--- config.mk ---
export PLATFORM = sky130hd
export DESIGN_NAME = mult_ram_stage
export DESIGN_NICKNAME = d
export VERILOG_FILES = /design/src/rtl/mult_ram_pkg.sv /design/src/rtl/shift_add_mult.sv /design/src/rtl/mult_ram_stage.sv
export SDC_FILE = /design/constraint.sdc
export NUM_CORES = 1
export LEC_CHECK = 0
export BUFFER_PORTS_ARGS = -buffer_cell sky130_fd_sc_hd__buf_2
export CAP_MARGIN = 20
export CORE_MARGIN = 2
export CORE_UTILIZATION = 25
export CTS_CLUSTER_SIZE = 12
export DETAILED_ROUTE_END_ITERATION = 6
export HOLD_SLACK_MARGIN = 0.1
export PLACE_DENSITY_LB_ADDON = 0.05
export SLEW_MARGIN = 10
export SYNTH_ARGS = -nofsm -noshare
export SYNTH_HDL_FRONTEND = slang
export SYNTH_HIERARCHICAL = 1
export SYNTH_SLANG_ARGS = --single-unit
export TNS_END_PERCENT = 50
--- constraint.sdc ---
create_clock -name clk -period 3.2 [get_ports clk]
set_input_delay 0.48 -clock clk [delete_from_list [all_inputs] [get_ports clk]]
set_output_delay 0.48 -clock clk [all_outputs]
set_load 0.01 [all_outputs]
--- src/rtl/mult_ram_pkg.sv ---
// Shared definitions for the multiply-to-RAM datapath stage:
// FSM state encoding and default operand/address widths.
package mult_ram_pkg;

  localparam int WIDTH_DEF  = 4;
  localparam int ADDR_W_DEF = 3;

  typedef enum logic [1:0] {
    IDLE  = 2'd0,
    MUL   = 2'd1,
    WRITE = 2'd2,
    DONE  = 2'd3
  } state_e;

endpackage

--- src/rtl/shift_add_mult.sv ---
// Iterative unsigned shift-add multiplier core: go loads the operands,
// each step consumes one multiplier bit; last flags the final step.
module shift_add_mult
  import mult_ram_pkg::*;
#(
  parameter int WIDTH = WIDTH_DEF
) (
  input  logic               clk,
  input  logic               reset,
  input  logic               go,
  input  logic               step,
  input  logic [WIDTH-1:0]   a,
  input  logic [WIDTH-1:0]   b,
  output logic [2*WIDTH-1:0] acc,
  output logic               last
);

  localparam int CNT_W = $clog2(WIDTH + 1);

  logic [2*WIDTH-1:0] acc_q, acc_d;
  logic [2*WIDTH-1:0] mcand_q, mcand_d;
  logic [WIDTH-1:0]   mplier_q, mplier_d;
  logic [CNT_W-1:0]   cnt_q, cnt_d;

  always_comb begin
    acc_d    = acc_q;
    mcand_d  = mcand_q;
    mplier_d = mplier_q;
    cnt_d    = cnt_q;
    if (go) begin
      acc_d    = '0;
      mcand_d  = {{WIDTH{1'b0}}, a};
      mplier_d = b;
      cnt_d    = '0;
    end else if (step) begin
      if (mplier_q[0]) acc_d = acc_q + mcand_q;
      mcand_d  = mcand_q << 1;
      mplier_d = mplier_q >> 1;
      cnt_d    = cnt_q + 1'b1;
    end
  end

  always_ff @(posedge clk or posedge reset) begin
    if (reset) begin
      acc_q    <= '0;
      mcand_q  <= '0;
      mplier_q <= '0;
      cnt_q    <= '0;
    end else begin
      acc_q    <= acc_d;
      mcand_q  <= mcand_d;
      mplier_q <= mplier_d;
      cnt_q    <= cnt_d;
    end
  end

  assign acc  = acc_q;
  assign last = (cnt_q == CNT_W'(WIDTH - 1));

endmodule

--- src/rtl/mult_ram_stage.sv ---
// Operand capture, multiply sequencing and product storage: A*B is written
// into a small result RAM at the address latched with start.
module mult_ram_stage
  import mult_ram_pkg::*;
#(
  parameter int WIDTH  = WIDTH_DEF,
  parameter int ADDR_W = ADDR_W_DEF,
  parameter int DEPTH  = 2 ** ADDR_W
) (
  input  logic                clk,
  input  logic                reset,
  input  logic [WIDTH-1:0]    opnd,
  input  logic                ld_a,
  input  logic                ld_b,
  input  logic                start,
  input  logic [ADDR_W-1:0]   dest_adr,
  input  logic [ADDR_W-1:0]   rd_adr,
  output logic [2*WIDTH-1:0]  rd_data,
  output logic [2*WIDTH-1:0]  product,
  output logic                busy,
  output logic                done,
  output logic                err
);

  state_e              state_q;
  logic [WIDTH-1:0]    a_q, b_q;
  logic [ADDR_W-1:0]   dest_q;
  logic [2*WIDTH-1:0]  product_q, rd_data_q;
  logic                busy_q, done_q;
  logic [2*WIDTH-1:0]  mem_q [DEPTH];

  logic               core_go, core_step, core_last;
  logic [2*WIDTH-1:0] core_acc;

  // The core samples a_q/b_q at the start edge, so a load on that same edge
  // only affects the next operation.
  assign core_go   = (state_q == IDLE) && start;
  assign core_step = (state_q == MUL);

  shift_add_mult #(.WIDTH(WIDTH)) u_core (
    .clk   (clk),
    .reset (reset),
    .go    (core_go),
    .step  (core_step),
    .a     (a_q),
    .b     (b_q),
    .acc   (core_acc),
    .last  (core_last)
  );

  always_ff @(posedge clk or posedge reset) begin
    if (reset) begin
      state_q   <= IDLE;
      a_q       <= '0;
      b_q       <= '0;
      dest_q    <= '0;
      product_q <= '0;
      busy_q    <= 1'b0;
      done_q    <= 1'b0;
    end else begin
      done_q <= 1'b0;
      case (state_q)
        IDLE: begin
          if (ld_a) a_q <= opnd;
          if (ld_b) b_q <= opnd;
          if (start) begin
            dest_q  <= dest_adr;
            busy_q  <= 1'b1;
            state_q <= MUL;
          end
        end
        MUL: begin
          if (core_last) state_q <= WRITE;
        end
        WRITE: begin
          product_q <= core_acc;
          done_q    <= 1'b1;
          state_q   <= DONE;
        end
        DONE: begin
          busy_q  <= 1'b0;
          state_q <= IDLE;
        end
        default: state_q <= IDLE;
      endcase
    end
  end

  // Read samples the pre-write contents, giving read-before-write on collision.
  always_ff @(posedge clk or posedge reset) begin
    if (reset) begin
      for (int i = 0; i < DEPTH; i++) mem_q[i] <= '0;
      rd_data_q <= '0;
    end else begin
      if (state_q == WRITE) mem_q[dest_q] <= core_acc;
      rd_data_q <= mem_q[rd_adr];
    end
  end

  assign rd_data = rd_data_q;
  assign product = product_q;
  assign busy    = busy_q;
  assign done    = done_q;
  assign err     = start && busy_q;

endmodule

==> reports/metrics.sh, run 1 <==
FIN_TNS_SETUP_PS=0
FIN_WS_PS=945
SYNTH-SEQ-CELLS=118
GP_ROUTABILITY_CONGESTION=0.696
FIN_WORST_SKEW_PS=10.3
YS.WARNINGS.COUNT=6
SYNTH.TOP_CELL.AREA_SHARE_PCT=54.1
POWER_PER_CELL_AREA_nW_PER_UM2=951
LEAKAGE_nW=3.19
PORTBUFFERS=33
CTS_MADE_BUFFERS=17
DIE_Y_UM=152
HOLDPATHEND='dest_q[0]'
CTS.REPORTEDPATHS.CLKPINSLEW_PS=60
CP_DATA_ARRIVAL_TIME_PS=2550
GRT_UTIL_ALL_LAYERS_PCT=12.4
FIN_CRIT_SH_PCT=70.5
TRITONCTS='yes'
SYNTHCELLS=375
CORE_AREA_UM2=21600
POWER_mW=6.27
ANT_NETS=0
DRV_SLEW=0
POSTROUTEWIRELENGTH_UM=13300
SYNTH_ENABLE_FLOP_CELLS=0
HOLDCRITSTARTPOINT='dest_adr[0]'
CTS_MAX_LEVEL=4
R2R_START='state_q[0]'
STARTING_DENSITY_OF_THE_CORE_PCT=25.3
WORST_SKEW_PAIR.LATE_LATENCY_PS=420
FP.DIEAREA_UM2=23000
CRITICAL_PATH.ENDPOINT_TYPE='flop'
DIE_X_UM=152
FIRST_GLOBAL_VIAS=3503
POST_SYNTH.CELL_AREA_AVG_UM2=14.6
TIMING_WORST_SLEW_PIN_VALUE_PS=938
NUM_ROWS=54
N_ANTENNA_CELL=0
WORSTSETUPSTARTPOINTTYPE='flop'
POST-PLACE-WS_PS=920
DPL.HPWL_UM=8770
ROUTED-VIA-COUNT=3218
POSTSYNTH.TOPFLOPCELL='sky130_fd_sc_hd__dfrtp_1'
POST_ROUTE_CELLS_DRIVE_ABOVE_1_SHARE_PCT=39.0
POST_DRT_VIA_CELL_RATIO=4.49
WIRE_LENGTH_OF_THE_FIRST_GLOBAL_ROUTING_PASS_UM=21500
CTS-ROOT-BUF='sky130_fd_sc_hd__clkbuf_16'
DRT_ITER0_MARKERS=123
TIMING.MAX_CAP.VIOLATIONS=0
WORST_HOLD_PATH.NUM_CELLS=2
MAX_SLEW_MARGIN_PCT=37.1
SYNTH_CELL_TYPES=42
POST_LAYOUT_MINIMUM_CYCLE_TIME_PS=2260
WORST_EP_REQUIRED_TIME_PS=3500
LAYOUT-AREA-OVERHEAD-VS-SYNTH_PCT=20.7
FINALCOREUTILIZATION_PCT=30.5
FILLER_CELL_COUNT=2206
POST_CTS_RESIZED=0
ROUTE.DETAILED.DRC=0
GRT_MAX_DEGREE=54
RUN_STATUS='complete, no violations'
WORSTSETUPPATHTYPE='reg2reg'
POSTLAYOUTCELLAREA_UM2=6590
ASYNC_FLOP_SHARE_PCT=100
IR_DROP_mV=0.343
CTS_SINK_CNT=118
REPORT.FINAL.HOLD_VIOL_COUNT=0
MAX-CLOCK-PATH-BUFFERS=2
RSZ0062_AT_GRT='no'
NUM-NETS-FINAL=453
WL_PER_CELL_UM=18.6
GRT_OVERFLOW_TOTAL=0
SYN_NETS=405
NETLIST_TOP_CELLS_AREA='sky130_fd_sc_hd__dfrtp_1 (54%), sky130_fd_sc_hd__mux2_2 (19%), sky130_fd_sc_hd__mux4_1 (7.7%)'
WORST_SETUP_SLACK_FOR_REGISTER_TO_REGISTER_PATHS_PS=940
SETUP_VIOL_COUNT_FINAL=0
CRIT_FANOUT=8
STANDARD_CELL_AREA_AFTER_DETAILED_PLACEMENT_UM2=5950
R2R_END='mem_q[52]'
NETLIST.TOP_CELL.BY_AREA='sky130_fd_sc_hd__dfrtp_1'
ANTENNA_FOUND_INITIAL=0
DRT_PRE_ANTENNA_ITERS=4
BOUNDARYPINS=34
HOLD_PATH.CLASS='in2reg'
SYNTH.CELL_AREA_UM2=5460
MAXCLOCKFREQUENCY_GHz=0.443
WORST_R2R_PATH_DEPTH=5
SYNTH.YOSYS.SEQ_AREA_SHARE_PCT=54.1
## cells in the final DEF, fill, tap and decap left out, types with 2 or more instances in the layout
master,Yosys,layout
sky130_fd_sc_hd__a21oi_1,9,9
sky130_fd_sc_hd__nor2_1,9,9
sky130_fd_sc_hd__mux2_2,92,92
sky130_fd_sc_hd__o21ai_0,10,10
sky130_fd_sc_hd__nor3b_4,2,2
sky130_fd_sc_hd__nand4b_1,4,4
sky130_fd_sc_hd__inv_1,10,9
sky130_fd_sc_hd__nand2_1,25,25
sky130_fd_sc_hd__nand3_1,3,3
sky130_fd_sc_hd__buf_4,1,10
sky130_fd_sc_hd__mux2i_1,14,14
sky130_fd_sc_hd__clkinv_2,0,2
sky130_fd_sc_hd__dfrtp_1,118,118
sky130_fd_sc_hd__clkbuf_16,0,17
sky130_fd_sc_hd__buf_2,6,33
sky130_fd_sc_hd__bufinv_16,0,4
sky130_fd_sc_hd__a211oi_1,3,3
sky130_fd_sc_hd__a21o_1,2,2
sky130_fd_sc_hd__xnor2_1,3,3
sky130_fd_sc_hd__ha_1,14,14
sky130_fd_sc_hd__nor2b_1,2,2
sky130_fd_sc_hd__mux4_1,16,16
sky130_fd_sc_hd__nand4_1,3,3
sky130_fd_sc_hd__nor3_1,3,3
sky130_fd_sc_hd__clkbuf_1,3,6
## worst max-delay path by stage
| stage | cells past startpoint | slack (ps) | start | end |
|---|---|---|---|---|
| floorplan | 1 | 240 | reset | a_q[0] |
| global placement | 5 | 950 | state_q[0] | mem_q[49] |
| detailed placement | 5 | 920 | state_q[0] | mem_q[51] |
| CTS | 5 | 920 | state_q[0] | mem_q[52] |
| global route | 5 | 760 | state_q[0] | mem_q[53] |
| finish | 5 | 940 | state_q[0] | mem_q[52] |
## kinds of logic (layout without fill, tap and decap cells)
kind of cell,Yosys count,after routing,share of synthesized area (%)
DFF,118,118,54.1
xor gates and xnor gates,3,3,0.481
and+or+nand+nor,59,59,6.32
muxes,122,122,29.2
buffers and inverters,26,87,2.70
AOI/OAI and AO/OA,32,32,3.64
adders and majority gates,15,15,3.57
## through the flow
stage	hold WS, ps	instances
final	310	716
after CTS	229	714
after floorplan	448	375
after detailed placement	469	682
after global routing	303	716
after global placement	467	682
## synth_stat cells, types with 2 or more instances
cell type	count
sky130_fd_sc_hd__dfrtp_1	118
sky130_fd_sc_hd__a211oi_1	3
sky130_fd_sc_hd__a21o_1	2
sky130_fd_sc_hd__nand2_1	25
sky130_fd_sc_hd__xnor2_1	3
sky130_fd_sc_hd__mux2_2	92
sky130_fd_sc_hd__ha_1	14
sky130_fd_sc_hd__buf_2	6
sky130_fd_sc_hd__nor2_1	9
sky130_fd_sc_hd__inv_1	10
sky130_fd_sc_hd__buf_6	3
sky130_fd_sc_hd__o21ai_0	10
sky130_fd_sc_hd__mux2i_1	14
sky130_fd_sc_hd__nor2b_1	2
sky130_fd_sc_hd__nor3_1	3
sky130_fd_sc_hd__nor3b_4	2
sky130_fd_sc_hd__nand4_1	3
sky130_fd_sc_hd__a21oi_1	9
sky130_fd_sc_hd__clkbuf_1	3
sky130_fd_sc_hd__nand4b_1	4
sky130_fd_sc_hd__nand3_1	3
sky130_fd_sc_hd__buf_1	2
sky130_fd_sc_hd__mux4_1	16
## report_power, final
| group | internal [mW] | switching (mW) | leakage (nW) | total [mW] |
|---|---|---|---|---|
| clock network | 1.32 | 0.680 | 0.293 | 2.00 |
| registers | 2.08 | 0.463 | 1.57 | 2.54 |
| logic | 0.936 | 0.789 | 1.32 | 1.72 |
| total | 4.34 | 1.93 | 3.19 | 6.27 |
## final cells by class
| type | instances | area [um^2] | share of cell area [%] |
|---|---|---|---|
| Tap cell | 280 | 350 | 5.32 |
| Clock buffer | 24 | 462 | 7.00 |
| Clock inverter | 8 | 146 | 2.22 |
| Timing Repair Buffer | 45 | 278 | 4.21 |
| Sequential cell | 118 | 2950 | 44.8 |
| Multi-Input combinational cell | 231 | 2360 | 35.8 |
| Inverter | 10 | 40.0 | 0.607 |
## layer usage
layer  vias to the layer above  part of all wire [%]  track usage, %
met2                        46                    49            20.6
li1                       1486                     -               -
met4                         0                   1.1            4.09
met5                         -                     0               0
met3                         8                   2.9            3.22
met1                      1678                    47            15.8
## repair_timing
action | 4_1_cts | 5_1_grt
hold buffers | 0 | 1
buffers inserted | 0 | 0
hold endpoints to repair | 0 | 5
## critical path, stage by stage, from the launching register on
cell	delay, ps
sky130_fd_sc_hd__dfrtp_1	410
sky130_fd_sc_hd__inv_1	120
sky130_fd_sc_hd__ha_1	360
sky130_fd_sc_hd__nand2_1	110
sky130_fd_sc_hd__nor3_2	720
sky130_fd_sc_hd__mux2_2	410
## state kept, by name, summed over array words and instances, names as in the netlist
name / cells
a_q: 4
b_q: 4
busy: 1
dest_q: 3
done: 1
mem_q: 64
product: 8
rd_data: 8
state_q: 2
u_core/acc: 8
u_core/cnt_q: 3
u_core/mcand_q: 8
u_core/mplier_q: 4
(Power assumes the default switching activity.)
==> run 2, diff against run 1 <==
==> constraint.sdc (replaced) <==
create_clock -name clk -period 2.1 [get_ports clk]
set_input_delay 0.315 -clock clk [delete_from_list [all_inputs] [get_ports clk]]
set_output_delay 0.315 -clock clk [all_outputs]
set_load 0.01 [all_outputs]
==> run 2 against run 1 <==
Non-clock buffer count up 19. Maximum frequency increased by 19%. Register-to-register slack lost 730 ps. Sequential power increased by 46%. Hold slack got worse by 160 ps. Clock-buffer cell count is 1 lower. Critical path type unchanged. Highest routed layer unchanged.
==> reports/metrics.sh, run 2 (same netlist as run 1, synthesis figures left out) <==
RUN_STATUS='complete, no violations'
LAYOUT.CELLS.MOST_COMMON='sky130_fd_sc_hd__dfrtp_1'
LARGEST-REGISTER='mem_q'
FIN_TNS_SETUP_PS=0  # unchanged
MOST-COMMON-LAYOUT-CELLS='sky130_fd_sc_hd__dfrtp_1 (118), sky130_fd_sc_hd__mux2_2 (92), sky130_fd_sc_hd__buf_2 (33), sky130_fd_sc_hd__buf_4 (26), sky130_fd_sc_hd__nand2_1 (25)'
WIRE_LENGTH_OF_THE_FIRST_GLOBAL_ROUTING_PASS_UM=20700  # -3.7%
ROUTE.DETAILED.DRC=0  # unchanged
DRV_SLEW=0  # unchanged
TIMING_WORST_SLEW_PIN_VALUE_PS=705  # -234 ps
CRIT_FANOUT=3  # -5
POWER_PER_CELL_AREA_nW_PER_UM2=1430  # +51%
POSTROUTEWIRELENGTH_UM=12900  # -2.8%
CTS.REPORTEDPATHS.CLKPINSLEW_PS=60  # about the same
POST_DRT_VIA_CELL_RATIO=4.40  # -2.2%
POWER_mW=9.71  # +55%
WL_PER_CELL_UM=17.6  # -5.2%
STARTING_DENSITY_OF_THE_CORE_PCT=25.3  # unchanged
POST_LAYOUT_MINIMUM_CYCLE_TIME_PS=1890  # -366 ps
TRITONCTS='yes'
LAYOUT-AREA-OVERHEAD-VS-SYNTH_PCT=24.2
MAX_SLEW_MARGIN_PCT=52.9  # +16 points
GRT_UTIL_ALL_LAYERS_PCT=11.9  # -0.50 points
SETUP_VIOL_COUNT_FINAL=0  # unchanged
ROUTED-VIA-COUNT=3226  # +0.25%
PORTBUFFERS=33  # unchanged
ANT_NETS=0  # unchanged
DPL.HPWL_UM=9070  # +3.4%
MAXCLOCKFREQUENCY_GHz=0.529  # +19%
DIE_Y_UM=152  # unchanged
NUMBER_OF_FLIP_FLOPS_UNDER_THE_LARGEST_REGISTER_NAME=64  # unchanged
N_ANTENNA_CELL=0  # unchanged
CTS_MADE_BUFFERS=17  # unchanged
CTS_SINK_CNT=118  # unchanged
CTS_MAX_LEVEL=4  # unchanged
POSTCTSSETUPBUFFERS=0  # unchanged
NUM-NETS-FINAL=472  # +4.2%
LEAKAGE_nW=3.30  # +3.5%
RSZ0062_AT_GRT='no'
ANTENNA_FOUND_INITIAL=0  # unchanged
GP_ROUTABILITY_CONGESTION=0.685  # -1.5%
FP.DIEAREA_UM2=23000  # unchanged
WORSTSETUPPATHTYPE='reg2reg'
FIN_CRIT_SH_PCT=89.9  # +19 points
GRT_MAX_DEGREE=34  # -37%
DRT_ITER0_MARKERS=111  # -9.8%
WORST_SKEW_PAIR.LATE_LATENCY_PS=410  # about the same
FIN_WORST_SKEW_PS=5.10  # -5.16 ps
MAX-CLOCK-PATH-BUFFERS=2  # unchanged
DRT_PRE_ANTENNA_ITERS=5  # +1
FIRST_GLOBAL_VIAS=3479  # -0.69%
POST_ROUTE_CELLS_DRIVE_ABOVE_1_SHARE_PCT=42.3  # +3.3 points
FINALHOLDWORSTSLACK_PS=147  # -163 ps
CP_DATA_ARRIVAL_TIME_PS=2180  # -370 ps
IR_DROP_mV=0.486  # +41%
DIE_X_UM=152  # unchanged
NUM_ROWS=54  # unchanged
WORSTSETUPSTARTPOINTTYPE='flop'
CTS-ROOT-BUF='sky130_fd_sc_hd__clkbuf_16'
CRITICAL_PATH.ENDPOINT_TYPE='flop'
TIMING.MAX_CAP.VIOLATIONS=0  # unchanged
GRT_OVERFLOW_TOTAL=0  # unchanged
HOLD_PATH.CLASS='in2reg'
BOUNDARYPINS=34  # unchanged
CORE_AREA_UM2=21600  # unchanged
WORST_EP_REQUIRED_TIME_PS=2390  # -1110 ps
REPORT.FINAL.HOLD_VIOL_COUNT=0  # unchanged
[run 2: cell types whose count changed in the layout (fill, tap and decap cells not counted), sizes merged]
cell	delta
buf	+19
clkbuf	-1
clkinv	+1
clkinvlp	+1
inv	-2
[run 2: layer usage]
metal / vias to the layer above / share of wire, % / track usage (%)
li1: 1528 / - / -
met1: 1654 / 46 / 14.7
met2: 34 / 51 / 20.3
met3: 10 / 2.6 / 3.31
met4: 0 / 1.0 / 3.60
met5: - / 0 / 0
[run 2: repair_timing]
action,CTS,global route
gates resized for setup,0,1
endpoints found under the hold margin,46,0
setup endpoints to repair,0,1
hold buffers,1,0
[run 2: final cells by class]
class                   count  area (um^2)
multi-input cells         231         2370
clock inverters             8          146
well taps                 280          350
repair buffers             64          450
fillers                  2203        14800
flip-flops and latches    118         2950
inverters                  10         41.3
clock buffers              23          478
[run 2: critical path, stage by stage (launching register included)]
cell and delay [ps]:
sky130_fd_sc_hd__dfrtp_1 400, sky130_fd_sc_hd__ha_1 230, sky130_fd_sc_hd__fa_1 410, sky130_fd_sc_hd__a21o_1 190, sky130_fd_sc_hd__a21oi_2 180, sky130_fd_sc_hd__o21ai_0 130
sky130_fd_sc_hd__mux2i_1 160, sky130_fd_sc_hd__nand2_1 70
[run 2: per-stage QoR]
stage               instance area (um^2)  std cells  setup WS [ps]  util (%)
finish                              6790        734            211      31.4
global route                        6790        734           52.2      31.4
CTS                                 6780        734            137      31.4
detailed placement                  6150        702            153      28.4
global placement                    6150        702            181      28.4
floorplan                           5470        375            231         -
[run 2: final timing paths]
| kind | start | slack (ps) | cells after the start | endpoint |
|---|---|---|---|---|
| hold / removal | dest_adr[0] | 150 | 2 | dest_q[0] |
| setup reg to reg | u_core/mcand_q[0] | 210 | 7 | u_core/acc[6] |
| hold reg to reg | b_q[1] | 480 | 2 | u_core/mplier_q[1] |
| min in group asynchronous | reset | 530 | 4 | u_core/acc[1] |
| setup / recovery | u_core/mcand_q[0] | 210 | 7 | u_core/acc[6] |
| max in group asynchronous | reset | 920 | 4 | product[5] |
[run 2: report_power, final]
| part | internal, mW | total [mW] | switching [mW] |
|---|---|---|---|
| Sequential | 3.17 | 3.71 | 0.541 |
| Combinational | 1.55 | 2.90 | 1.35 |
| Clock | 2.07 | 3.10 | 1.03 |
